File: src/rtl/data_mem_arbiter_pkg.sv
`default_nettype none
// ============================================================================
// Module  : data_mem_arbiter_pkg
// Brief   : Shared requester-id type, memory mode width and size/sign codes.
// Revision: 1.0 - initial release
// ============================================================================
package data_mem_arbiter_pkg;

  localparam int MEM_SRC_WIDTH = 3;

  typedef logic req_id_t;
  localparam req_id_t REQ_CPU = 1'b0;
  localparam req_id_t REQ_DBG = 1'b1;

  // Size/sign encodings understood by the data memory
  localparam logic [MEM_SRC_WIDTH-1:0] MEM_SRC_B  = 3'd0;
  localparam logic [MEM_SRC_WIDTH-1:0] MEM_SRC_H  = 3'd1;
  localparam logic [MEM_SRC_WIDTH-1:0] MEM_SRC_W  = 3'd2;
  localparam logic [MEM_SRC_WIDTH-1:0] MEM_SRC_BU = 3'd4;
  localparam logic [MEM_SRC_WIDTH-1:0] MEM_SRC_HU = 3'd5;

endpackage
`default_nettype wire

File: src/rtl/data_mem_arbiter_if.sv
`default_nettype none
// ============================================================================
// Module  : data_mem_arbiter_if
// Brief   : Requester and memory-side signals of the two-port data arbiter.
// Revision: 1.0 - initial release
// ============================================================================
interface data_mem_arbiter_if #(
  parameter int DATA_WIDTH    = 32,
  parameter int MEM_SRC_WIDTH = data_mem_arbiter_pkg::MEM_SRC_WIDTH
);
  logic                     req0, req1;
  logic                     we0, we1;
  logic [DATA_WIDTH-1:0]    addr0, addr1;
  logic [DATA_WIDTH-1:0]    wdata0, wdata1;
  logic [MEM_SRC_WIDTH-1:0] src0, src1;
  logic                     ack0, ack1;
  logic [DATA_WIDTH-1:0]    rdata;
  logic [DATA_WIDTH-1:0]    mem_a;
  logic [DATA_WIDTH-1:0]    mem_wd;
  logic                     mem_we;
  logic [MEM_SRC_WIDTH-1:0] mem_src;
  logic [DATA_WIDTH-1:0]    mem_rd;

  modport slave (
    input  req0, req1, we0, we1, addr0, addr1, wdata0, wdata1, src0, src1,
    output ack0, ack1, rdata,
    output mem_a, mem_wd, mem_we, mem_src,
    input  mem_rd
  );

  modport master (
    output req0, req1, we0, we1, addr0, addr1, wdata0, wdata1, src0, src1,
    input  ack0, ack1, rdata,
    input  mem_a, mem_wd, mem_we, mem_src,
    output mem_rd
  );
endinterface
`default_nettype wire

File: src/rtl/data_mem_arbiter_rr_arbiter2.sv
`default_nettype none
// ============================================================================
// Module  : rr_arbiter2
// Brief   : Combinational two-way round-robin pick; ties go to the non-last id.
// Revision: 1.0 - initial release
// ============================================================================
module rr_arbiter2
  import data_mem_arbiter_pkg::*;
(
  input  logic [1:0] eligible,
  input  req_id_t    last,
  output logic       gnt_valid,
  output req_id_t    gnt_id
);

  always_comb begin
    gnt_valid = |eligible;
    gnt_id    = REQ_CPU;
    if (eligible == 2'b11) begin
      gnt_id = ~last;
    end else if (eligible[1]) begin
      gnt_id = REQ_DBG;
    end
  end

endmodule
`default_nettype wire

File: src/rtl/data_mem_arbiter.sv
`default_nettype none
// ============================================================================
// Module  : data_mem_arbiter
// Brief   : Shares the data memory between core (id 0) and loader (id 1),
//           one access per cycle, registered read data and one-cycle ack.
// Revision: 1.0 - initial release
// ============================================================================
module data_mem_arbiter #(
  parameter int DATA_WIDTH    = 32,
  parameter int MEM_SRC_WIDTH = data_mem_arbiter_pkg::MEM_SRC_WIDTH
) (
  input  logic              clk,
  input  logic              rst,
  data_mem_arbiter_if.slave bus
);
  import data_mem_arbiter_pkg::*;

  req_id_t               last_q, last_d;
  req_id_t               resp_id_q, resp_id_d;
  logic                  resp_valid_q, resp_valid_d;
  logic [DATA_WIDTH-1:0] rdata_q, rdata_d;

  logic [1:0] eligible;
  logic       gnt_valid;
  req_id_t    gnt_id;
  logic       grant;

  // A request being acked this cycle is still high; mask it so it is not served twice.
  assign eligible[0] = bus.req0 & ~(resp_valid_q & (resp_id_q == REQ_CPU));
  assign eligible[1] = bus.req1 & ~(resp_valid_q & (resp_id_q == REQ_DBG));

  rr_arbiter2 u_rr_arbiter2 (
    .eligible  (eligible),
    .last      (last_q),
    .gnt_valid (gnt_valid),
    .gnt_id    (gnt_id)
  );

  assign grant = gnt_valid & ~rst;

  always_comb begin
    bus.mem_a   = bus.addr0;
    bus.mem_wd  = bus.wdata0;
    bus.mem_src = bus.src0;
    bus.mem_we  = 1'b0;
    if (grant) begin
      if (gnt_id == REQ_DBG) begin
        bus.mem_a   = bus.addr1;
        bus.mem_wd  = bus.wdata1;
        bus.mem_src = bus.src1;
        bus.mem_we  = bus.we1;
      end else begin
        bus.mem_we  = bus.we0;
      end
    end
  end

  always_comb begin
    last_d       = last_q;
    resp_id_d    = resp_id_q;
    resp_valid_d = grant;
    rdata_d      = rdata_q;
    if (grant) begin
      last_d    = gnt_id;
      resp_id_d = gnt_id;
      rdata_d   = bus.mem_rd;
    end
  end

  // last resets to the loader so the core wins the first tie.
  always_ff @(posedge clk) begin
    if (rst) begin
      last_q       <= REQ_DBG;
      resp_id_q    <= REQ_CPU;
      resp_valid_q <= 1'b0;
      rdata_q      <= '0;
    end else begin
      last_q       <= last_d;
      resp_id_q    <= resp_id_d;
      resp_valid_q <= resp_valid_d;
      rdata_q      <= rdata_d;
    end
  end

  assign bus.ack0  = resp_valid_q & (resp_id_q == REQ_CPU);
  assign bus.ack1  = resp_valid_q & (resp_id_q == REQ_DBG);
  assign bus.rdata = rdata_q;

endmodule
`default_nettype wire

File: src/flat_wrapper.sv
// flat-port wrapper written by rule: the top's interface ports become plain ports
module data_mem_arbiter_flat import data_mem_arbiter_pkg::*;
#(
  parameter int DATA_WIDTH    = 32,
  parameter int MEM_SRC_WIDTH = data_mem_arbiter_pkg::MEM_SRC_WIDTH
)
  (clk, rst, bus_req0, bus_req1, bus_we0, bus_we1, bus_addr0, bus_addr1, bus_wdata0, bus_wdata1, bus_src0, bus_src1, bus_ack0, bus_ack1, bus_rdata, bus_mem_a, bus_mem_wd, bus_mem_we, bus_mem_src, bus_mem_rd);
  data_mem_arbiter_if #(.DATA_WIDTH(DATA_WIDTH), .MEM_SRC_WIDTH(MEM_SRC_WIDTH)) bus_i ();
  input  logic clk;
  input  logic rst;
  input wire logic [$bits(bus_i.req0)-1:0] bus_req0;
  input wire logic [$bits(bus_i.req1)-1:0] bus_req1;
  input wire logic [$bits(bus_i.we0)-1:0] bus_we0;
  input wire logic [$bits(bus_i.we1)-1:0] bus_we1;
  input wire logic [$bits(bus_i.addr0)-1:0] bus_addr0;
  input wire logic [$bits(bus_i.addr1)-1:0] bus_addr1;
  input wire logic [$bits(bus_i.wdata0)-1:0] bus_wdata0;
  input wire logic [$bits(bus_i.wdata1)-1:0] bus_wdata1;
  input wire logic [$bits(bus_i.src0)-1:0] bus_src0;
  input wire logic [$bits(bus_i.src1)-1:0] bus_src1;
  output wire logic [$bits(bus_i.ack0)-1:0] bus_ack0;
  output wire logic [$bits(bus_i.ack1)-1:0] bus_ack1;
  output wire logic [$bits(bus_i.rdata)-1:0] bus_rdata;
  output wire logic [$bits(bus_i.mem_a)-1:0] bus_mem_a;
  output wire logic [$bits(bus_i.mem_wd)-1:0] bus_mem_wd;
  output wire logic [$bits(bus_i.mem_we)-1:0] bus_mem_we;
  output wire logic [$bits(bus_i.mem_src)-1:0] bus_mem_src;
  input wire logic [$bits(bus_i.mem_rd)-1:0] bus_mem_rd;
  assign bus_i.req0 = bus_req0;
  assign bus_i.req1 = bus_req1;
  assign bus_i.we0 = bus_we0;
  assign bus_i.we1 = bus_we1;
  assign bus_i.addr0 = bus_addr0;
  assign bus_i.addr1 = bus_addr1;
  assign bus_i.wdata0 = bus_wdata0;
  assign bus_i.wdata1 = bus_wdata1;
  assign bus_i.src0 = bus_src0;
  assign bus_i.src1 = bus_src1;
  assign bus_ack0 = bus_i.ack0;
  assign bus_ack1 = bus_i.ack1;
  assign bus_rdata = bus_i.rdata;
  assign bus_mem_a = bus_i.mem_a;
  assign bus_mem_wd = bus_i.mem_wd;
  assign bus_mem_we = bus_i.mem_we;
  assign bus_mem_src = bus_i.mem_src;
  assign bus_i.mem_rd = bus_mem_rd;
  data_mem_arbiter #(.DATA_WIDTH(DATA_WIDTH), .MEM_SRC_WIDTH(MEM_SRC_WIDTH)) u_core (.clk(clk), .rst(rst), .bus(bus_i));
endmodule
File: config.mk
export PLATFORM = sky130hd
export DESIGN_NAME = data_mem_arbiter_flat
export DESIGN_NICKNAME = d
export VERILOG_FILES = /design/src/rtl/data_mem_arbiter_pkg.sv /design/src/rtl/data_mem_arbiter_if.sv /design/src/rtl/data_mem_arbiter_rr_arbiter2.sv /design/src/rtl/data_mem_arbiter.sv /design/src/flat_wrapper.sv
export SDC_FILE = /design/constraint.sdc
export NUM_CORES = 1
export LEC_CHECK = 0
export ABC_AREA = 1
export CAP_MARGIN = 20
export CORE_AREA = 2 2 106 108
export CTS_BUF_LIST = sky130_fd_sc_hd__clkbuf_4 sky130_fd_sc_hd__clkbuf_8
export DETAILED_ROUTE_END_ITERATION = 7
export DIE_AREA = 0 0 108 110
export GPL_TIMING_DRIVEN = 0
export PLACE_DENSITY = 0.68
export SLEW_MARGIN = 20
export SYNTH_ARGS = -nofsm -noshare
export SYNTH_HDL_FRONTEND = slang
export SYNTH_SLANG_ARGS = --single-unit
File: constraint.sdc
create_clock -name clk -period 2.3 [get_ports clk]
set_clock_uncertainty 0.05 [all_clocks]
set_input_delay 0.46 -clock clk [delete_from_list [all_inputs] [get_ports clk]]
set_output_delay 0.46 -clock clk [all_outputs]
set_load 0.1 [all_outputs]
==> results by group <==
Status
  – Status: finished, final reports clean

Drt
  – DRT antenna net count: 0
  – Met1 wire length: 4.28 mm
  – Final routed wire length divided by cell count: 14.3 um
  – Sum of met3 wire segment lengths after detailed routing: 1.09 mm
  – Detail Route met2 WL: 6.21 mm
  – Via-to-Cell Ratio: 4.55
  – 1st-iter DRT viols: 171
  – Drt total wl: 11.9 mm
  – Top Metal Used: met4
  – Detailed-route DRC error count: 0
  – Drt pass-1 iters: 4
  – Number of vias in the routed layout: 3769

Floorplanning
  – Starting density of the core: 0.220
  – FP Rows: 38
  – Floorplan die area: 11900 um^2
  – Die width: 108 um
  – I/O pin count: 274
  – Core Footprint: 10700 um^2
  – Vertical die dimension: 110 um

Worst setup path
  – Worst setup EP type: primary output
  – Data required time at the worst endpoint: 1790 ps
  – Signal arrival time at the worst endpoint: 1760 ps
  – Class of the most critical setup path: reg -> out
  – Largest fanout of any net on the critical path: 2
  – Library cell contributing the largest single delay on the critical path: sky130_fd_sc_hd__clkdlybuf4s50_1
  – Worst Setup Start Kind: register
  – Combined buffer and inverter count along the critical path: 1
  – Crit-path cells: clkdlybuf4s50_1
  – Count of cells along the worst register-to-register path: 8
  – Largest stage delay, worst path: 1150 ps
  – Family with the most delay on the worst path: buffers and inverters
  – Number of logic stages on the critical path including buffering: 1

Pwr
  – Static power due to leakage: 0.00297 uW
  – Total power: 3410 uW
  – Pwr Density: 585 nW/um^2
  – Largest vdd supply drop: 0.290 mV

Place
  – Detailed Place HPWL: 9.51 mm
  – Gpl congestion: 0.815
  – Number of instances in the placed design: 809
  – Port Buffers: 273

Global routing
  – Number of antenna violations at the first check in global routing: 2
  – Vias in the first global route: 3602
  – Global-route total usage across every layer: 0.183
  – Maximum number of pins on one net before global-route repair: 11
  – Remaining global-route overflow: 0
  – First-pass GRT wire length: 17.1 mm

Yosys
  – Number of nets produced by synthesis: 568
  – Count of synthesis-stage warnings from yosys: 0
  – Post-synthesis sequential element count: 35
  – Per-instance average area after synthesis: 5.95 um^2
  – Synthesized instance count: 396
  – Cell variety after synth: 18
  – Share of synthesized area occupied by flip-flops and latches: 0.298
  – Cell area after technology mapping: 2350 um^2

Min path
  – Kind of path behind the tightest hold check: reg -> reg
  – Cell depth of the worst min-delay path: 2

Final layout
  – Area occupied by multi-input gates: 1480 um^2
  – Final net count: 857
  – Layout fillers: 1042
  – Non-filler cells in the finished layout: 828
  – Relative area change from synthesis to final layout: 148%
  – FF/Latch Area: 706 um^2
  – Layout cells sized above 1: 0.211

CTS
  – Maximum root-to-sink buffer count: 2
  – Clock tree root driver cell: sky130_fd_sc_hd__clkbuf_8
  – Number of buffers inserted during clock tree synthesis: 5
  – CTS clock-pin slew for the worst setup and hold paths: 70 ps
  – Sinks on the clock net: 35
  – Clock tree from TritonCTS: done
  – Source-to-sink clock delay at the later pin of the worst-skew pair: 280 ps
  – Number of H-tree branching levels: 2

STA
  – Tightest slew margin relative to the limit: 0.334
  – Maximum clock frequency: 440 MHz
  – Hold Vio Cnt, Final: 0
  – Worst Max-Slew Pin Slew: 996 ps
  – Final critical-path required period: 2270 ps
  – Crit share post-route: 0.989
  – Total count of max-transition violations in the final report: 0
  – Final setup violation count: 0

Flow run
  – Max capacitance violation total: 0
==> registers in the layout (all words and copies together), names as in the netlist <==
signal               cells
u_core.bus.rdata        32
u_core.last_q            1
u_core.resp_id_q         1
u_core.resp_valid_q      1
==> per-stage QoR <==
step                      utilization  instance area [um^2]  setup WS [ps]  setup TNS (ps)  hold slack [ps]
after global placement          0.493                  5270          -1250          -79630              388
after floorplan                     -                  2360           88.9               0              401
after detailed placement        0.493                  5270          -1260          -80210              389
final                           0.545                  5830           26.4               0              401
after CTS                       0.523                  5590           1.26               0              402
after global routing            0.545                  5830          -8.87           -23.8              416
==> area by class of cell <==
cell class	instances	share of cell area
Sequential cell	35	0.121
Clock buffer	7	0.0144
Timing Repair Buffer	284	0.532
Clock inverter	1	0.000858
Tap cell	140	0.0300
Buffer	34	0.0401
Multi-Input combinational cell	317	0.254
Inverter	8	0.00686
Antenna cell	2	0.000858
==> layout by cell type (no fill, tap or decap), types with 2 or more instances in the layout <==
cell	Yosys	routed
sky130_fd_sc_hd__buf_6	6	48
sky130_fd_sc_hd__clkdlybuf4s50_1	0	183
sky130_fd_sc_hd__nand2_2	2	12
sky130_fd_sc_hd__a21oi_1	9	9
sky130_fd_sc_hd__inv_4	0	2
sky130_fd_sc_hd__buf_2	5	5
sky130_fd_sc_hd__clkbuf_4	0	3
sky130_fd_sc_hd__dlygate4sd2_1	0	8
sky130_fd_sc_hd__dfxtp_1	35	33
sky130_fd_sc_hd__nor2_1	5	4
sky130_fd_sc_hd__diode_2	0	2
sky130_fd_sc_hd__nand3_4	0	2
sky130_fd_sc_hd__nor2_4	1	2
sky130_fd_sc_hd__nand2_1	219	208
sky130_fd_sc_hd__nand3_1	10	10
sky130_fd_sc_hd__clkbuf_8	0	5
sky130_fd_sc_hd__nand2_4	1	2
sky130_fd_sc_hd__nand4_1	67	67
sky130_fd_sc_hd__buf_8	0	9
sky130_fd_sc_hd__buf_4	3	17
sky130_fd_sc_hd__dlymetal6s2s_1	0	14
sky130_fd_sc_hd__buf_12	0	14
sky130_fd_sc_hd__clkbuf_2	0	17
sky130_fd_sc_hd__inv_1	5	5
==> power by group <==
| group | internal, uW | switching (uW) |
|---|---|---|
| combinational | 730 | 1550 |
| sequential | 654 | 25.8 |
| clock | 236 | 210 |
==> kinds of logic after synthesis <==
kind of cell,synth area share
buffers and inverters,0.0967
AOI/OAI and AO/OA,0.0260
and+or+nand+nor,0.580
DFF,0.298
==> final timing paths <==
kind / start / to / slack [ps]
max: u_core.bus.rdata[3] / bus_rdata[3] / 30
min: u_core.bus.rdata[31] / u_core.bus.rdata[31] / 400
max reg2reg: u_core.resp_id_q / u_core.bus.rdata[22] / 900
min reg2reg: u_core.bus.rdata[31] / u_core.bus.rdata[31] / 400
==> synth_stat cells <==
| cell type | count | area share |
|---|---|---|
| sky130_fd_sc_hd__nand2_2 | 2 | 0.0053 |
| sky130_fd_sc_hd__buf_4 | 3 | 0.0096 |
| sky130_fd_sc_hd__nand3_2 | 2 | 0.0085 |
| sky130_fd_sc_hd__inv_2 | 3 | 0.0048 |
| sky130_fd_sc_hd__buf_6 | 6 | 0.029 |
| sky130_fd_sc_hd__clkbuf_1 | 21 | 0.033 |
| sky130_fd_sc_hd__inv_1 | 5 | 0.0080 |
| sky130_fd_sc_hd__dfxtp_1 | 35 | 0.30 |
| sky130_fd_sc_hd__a21oi_1 | 9 | 0.019 |
| sky130_fd_sc_hd__nor2_4 | 1 | 0.0048 |
| sky130_fd_sc_hd__nand2_4 | 1 | 0.0048 |
| sky130_fd_sc_hd__buf_2 | 5 | 0.011 |
| sky130_fd_sc_hd__nor2_1 | 5 | 0.0080 |
| sky130_fd_sc_hd__a21oi_4 | 1 | 0.0069 |
| sky130_fd_sc_hd__buf_1 | 1 | 0.0016 |
| sky130_fd_sc_hd__nand4_1 | 67 | 0.18 |
| sky130_fd_sc_hd__nand3_1 | 10 | 0.021 |
| sky130_fd_sc_hd__nand2_1 | 219 | 0.35 |
==> repair_timing <==
action / 4_1_cts / 5_1_grt
hold buffers: 0 / 0
buffers inserted: 5 / 4
setup endpoints to repair: 73 / 81
gates resized for setup: 503 / 75
pin swaps: 3 / 3
gates cloned: 2 / 0
==> layer usage <==
metal  vias to the layer above  GRT usage
li1                       1892          -
met1                      1660      0.198
met5                         -          0
met3                        21     0.0459
met4                         0     0.0595
met2                       196      0.346
Power figures use the tool's default switching activity.
